[src/rtl/udcounter.sv]
// Parametrised up/down modulo counter: load, wrap/saturate, terminal count, wrap pulse.
// Optional registered Gray output when UDCOUNT_GRAY_EN is defined.
module udcounter #(
  parameter int unsigned     WIDTH       = 3,
  parameter longint unsigned MODULUS     = 8,
  parameter longint unsigned RESET_VALUE = 0
) (
  input  logic             clk,
  input  logic             rst,
  input  logic             en,
  input  logic             up,
  input  logic             sat,
  input  logic             load,
  input  logic [WIDTH-1:0] load_val,
  output logic [WIDTH-1:0] q,
  output logic             tc,
  output logic             ovf
`ifdef UDCOUNT_GRAY_EN
  ,
  output logic [WIDTH-1:0] gray
`endif
);

  if (WIDTH < 1 || WIDTH > 32) begin : g_bad_width
    $error("udcounter: WIDTH must be 1..32");
  end
  if (MODULUS < 2 || MODULUS > (64'd1 << WIDTH)) begin : g_bad_modulus
    $error("udcounter: MODULUS must be 2..2**WIDTH");
  end
  if (RESET_VALUE >= MODULUS) begin : g_bad_reset
    $error("udcounter: RESET_VALUE must be below MODULUS");
  end

  localparam int unsigned      XW    = WIDTH + 1;
  localparam logic [WIDTH:0]   MOD_X = XW'(MODULUS);
  localparam logic [WIDTH:0]   TOP_X = XW'(MODULUS - 1);
  localparam logic [WIDTH-1:0] TOP   = WIDTH'(MODULUS - 1);
  localparam logic [WIDTH-1:0] RST_Q = WIDTH'(RESET_VALUE);

  logic [WIDTH-1:0] q_q, q_d;
  logic             ovf_q, ovf_d;
  logic [WIDTH:0]   q_inc_x;
  logic             at_top, at_zero;

  // Increment in WIDTH+1 bits so the top comparison survives MODULUS = 2**WIDTH.
  assign q_inc_x = {1'b0, q_q} + XW'(1);
  assign at_top  = (q_inc_x == MOD_X);
  assign at_zero = (q_q == '0);

  always_comb begin
    q_d   = q_q;
    ovf_d = 1'b0;
    if (load) begin
      q_d = ({1'b0, load_val} > TOP_X) ? TOP : load_val;
    end else if (en) begin
      if (up) begin
        if (!at_top) begin
          q_d = q_inc_x[WIDTH-1:0];
        end else if (!sat) begin
          q_d   = '0;
          ovf_d = 1'b1;
        end
      end else begin
        if (!at_zero) begin
          q_d = q_q - WIDTH'(1);
        end else if (!sat) begin
          q_d   = TOP;
          ovf_d = 1'b1;
        end
      end
    end
  end

  always_ff @(posedge clk) begin
    if (rst) begin
      q_q   <= RST_Q;
      ovf_q <= 1'b0;
    end else begin
      q_q   <= q_d;
      ovf_q <= ovf_d;
    end
  end

  assign q   = q_q;
  assign ovf = ovf_q;
  assign tc  = en & ~load & ((up & at_top) | (~up & at_zero));

`ifdef UDCOUNT_GRAY_EN
  logic [WIDTH-1:0] gray_q, gray_d;

  assign gray_d = q_d ^ (q_d >> 1);

  always_ff @(posedge clk) begin
    if (rst) begin
      gray_q <= RST_Q ^ (RST_Q >> 1);
    end else begin
      gray_q <= gray_d;
    end
  end

  assign gray = gray_q;
`endif

endmodule
[config.mk]
export PLATFORM = sky130hd
export DESIGN_NAME = udcounter
export DESIGN_NICKNAME = d
export VERILOG_FILES = /design/src/rtl/udcounter.sv
export SDC_FILE = /design/constraint.sdc
export NUM_CORES = 1
export LEC_CHECK = 0
export CORE_AREA = 5 5 42 44
export DETAILED_ROUTE_END_ITERATION = 8
export DIE_AREA = 0 0 47 49
export DONT_BUFFER_PORTS = 1
export PLACE_DENSITY = 0.42
export SLEW_MARGIN = 10
export SYNTH_ARGS = -nofsm -noshare
export SYNTH_HDL_FRONTEND = slang
export SYNTH_SLANG_ARGS = --single-unit
[constraint.sdc]
create_clock -name clk -period 1.6 [get_ports clk]
set_clock_uncertainty 0.1 [all_clocks]
set_input_delay 0.4 -clock clk [delete_from_list [all_inputs] [get_ports clk]]
set_output_delay 0.4 -clock clk [all_outputs]
set_load 0.01 [all_outputs]
==> impl_metrics.csv <==
group,metric,value,unit
critical_path,worstPathArrival,1.28,ns
power_and_ir_drop,pwr_density_cell,670,mW/mm²
sta,hold_viol,0,
placement,dpl.cell_count,62,
grt,grt_pass1_wl,1540,µm
drt,via_per_inst,4.96,
run,cap_violations,0,
finish,num-nets-final,65,
clock_network,clock_latency,0.23,ns
yosys,yosysWarnings,0,
floorplan,fp.dieW,47,µm
floorplan,num_rows,14,
clock_network,cts_root_buf,"clkbuf_4",
sta,slew_violations,0,
sta,fmax,562,MHz
placement,gp_congestion,0.779,
finish,layout-drive-gt1-share,72.5,%
drt,wirelength,905,µm
grt,antenna_found_initial,0,
sta,whs,0.132,ns
finish,utilization,39.6,%
placement,port_buffers,0,
yosys,netlist.area_leader.share,24.1,%
finish,diodes,0,
sta,setup_slack,-0.180,ns
yosys,synth_edf_count,0,
critical_path,worstPathRequired,1.10,ns
finish,final_cell_mix,"buf_4 (12), ha_4 (3), clkbuf_4 (3)",
critical_path,r2r_slack,-0.05,ns
grt,track_usage,9.07,%
yosys,synthCells,37,
yosys,synth_top_flop_cell,"dfxtp_1",
yosys,syn_area_per_cell,9.00,µm²
yosys,yosysSeqAreaShare,24.1,%
power_and_ir_drop,p_leak,0.212,nW
drt,dr.pass1.iters,2,
placement,hpwl,716,µm
critical_path,rr_startpoint,"q[0]",
clock_network,hold_buffers,0,
drt,wire_per_inst,13.5,µm
yosys,syn_area,333,µm²
yosys,synth_largest_area_cell,"dfxtp_1",
drt,drc_errors,0,
drt,vias,332,
drt,drt_iter0_markers,4,
critical_path,r2r-end,"q[1]",
critical_path,worstPathMaxFanout,4,
yosys,synth_fp_nets,49,
critical_path,crit_path_end_kind,"output pin",
critical_path,rr_worst_depth,8,
yosys,synth_area_leaders,"dfxtp_1 (24%), ha_1 (11%), nor3b_2 (7.5%), a21oi_1 (4.5%), a221oi_2 (4.5%)",
worst_hold_path,min-delay-path-class,"input pin to flip-flop",
sta,setup_viol,2,
clock_network,cts_tree,"yes",
yosys,async_flop_share,0,%
critical_path,crit_path_start_kind,"flip-flop",
sta,tightestPinTransition,0.220,ns
critical_path,crit_type,"flip-flop to output pin",
clock_network,clockBufferDepth,2,
status,status,"finished, violations left",
sta,rsz0062_at_grt,"yes",
clock_network,htree_levels,1,
worst_hold_path,min-delay-start,"rst",
finish,layout.cells.non_filler,67,
clock_network,cts-buffers-inserted,3,
yosys,synth_cell_types,23,
yosys,synth_seq_cells,4,
sta,slew_headroom,85.2,%
finish,final_common_cell,"buf_4",
grt,grt_pass1_vias,383,
sta,fin_crit,1.78,ns
clock_network,cts.sinks,4,
worst_hold_path,worstHoldEndpoint,"q[0]",
status,violations,"setup timing",
floorplan,die-area,0.00230,mm²
floorplan,dieHeight,49,µm
worst_hold_path,hold_depth,1,
finish,synthToLayoutAreaGrowth,66.9,%
power_and_ir_drop,ir_drop,0.347,mV
floorplan,boundaryPins,14,
drt,ant_nets,0,
floorplan,core_area,0.00140,mm²
floorplan,initial_utilization,23.7,%
grt,grt_max_degree,9,
clock_network,path_clk_slew,0.03,ns
sta,timing.final.crit_share,111,%
grt,grt-ovfl-total,0,
[report_power, final]
part | internal, W | leakage, nW | switching, W
Sequential | 0.000108 | 0.0342 | 0.0000129
Combinational | 0.0000766 | 0.164 | 0.0000580
Clock | 0.0000833 | 0.0138 | 0.0000338
Total | 0.000268 | 0.212 | 0.000105
[cell families (layout without fill, tap and decap cells)]
group | count (synthesis) | in the layout | share of synthesized area (%)
buffers and inverters | 5 | 19 | 7.89
AO/OA/AOI/OAI | 14 | 14 | 32.3
flip-flops | 4 | 4 | 24.1
adder cells (fa/ha/maj) | 3 | 3 | 11.3
AND/OR/NAND/NOR | 11 | 11 | 24.4
[flip-flops by register name (all words and copies together) (netlist names)]
register,count
q,3
ovf,1
[metrics by stage]
step	setup TNS (ns)	total power, W	cell area, µm²	setup WS [ns]
finish	-0.226	0.000372	556	-0.180
floorplan	0	0.000183	344	0.00343
global route	-0.386	0.000396	556	-0.250
global placement	-0.0221	0.000217	428	-0.0221
detailed placement	-0.0317	0.000218	428	-0.0317
CTS	-0.208	0.000365	519	-0.208
[timing repair]
item | CTS | global route
pin swaps | 7 | 9
setup endpoints to repair | 2 | 4
resized for setup | 10 | 11
buffers inserted | 4 | 2
[area by class of cell]
cell class | count | area (µm²)
Fill cell | 143 | 846
Multi-Input combinational cell | 28 | 315
Timing Repair Buffer | 12 | 90.1
Sequential cell | 4 | 87.6
Clock buffer | 3 | 22.5
Inverter | 4 | 20.0
Tap cell | 16 | 20.0
[critical path: stages (launching register included)]
cell and delay [ns]:
dfxtp_4 0.36, inv_4 0.07, ha_4 0.13, nor3b_4 0.20
a21oi_2 0.07, nor3b_4 0.24
[routing by layer]
layer | wire [µm] | GRT usage, % | vias up
li1 | - | - | 167
met1 | 347 | 9.63 | 159
met2 | 516 | 14.7 | 6
met3 | 42 | 1.85 | 0
met4 | 0 | 6.91 | 0
met5 | 0 | 0 | -
[how the worst max path moves through the flow]
stage	endpoint	cells after the start	from	slack, ns
after floorplan	tc	5	q[0]	0.003
after global placement	tc	5	q[1]	-0.02
after detailed placement	tc	4	q[1]	-0.03
after CTS	tc	5	q[1]	-0.21
after global routing	tc	5	q[1]	-0.25
final	tc	5	q[1]	-0.18
[Yosys cell counts (2+ instances only)]
| cell type | number |
|---|---|
| a21oi_1 | 3 |
| dfxtp_1 | 4 |
| ha_1 | 3 |
| inv_1 | 4 |
| nand2_1 | 2 |
| nor3b_2 | 2 |
| o21ai_0 | 2 |
| o31ai_1 | 2 |
No activity file was read; power rests on OpenSTA's default activity.
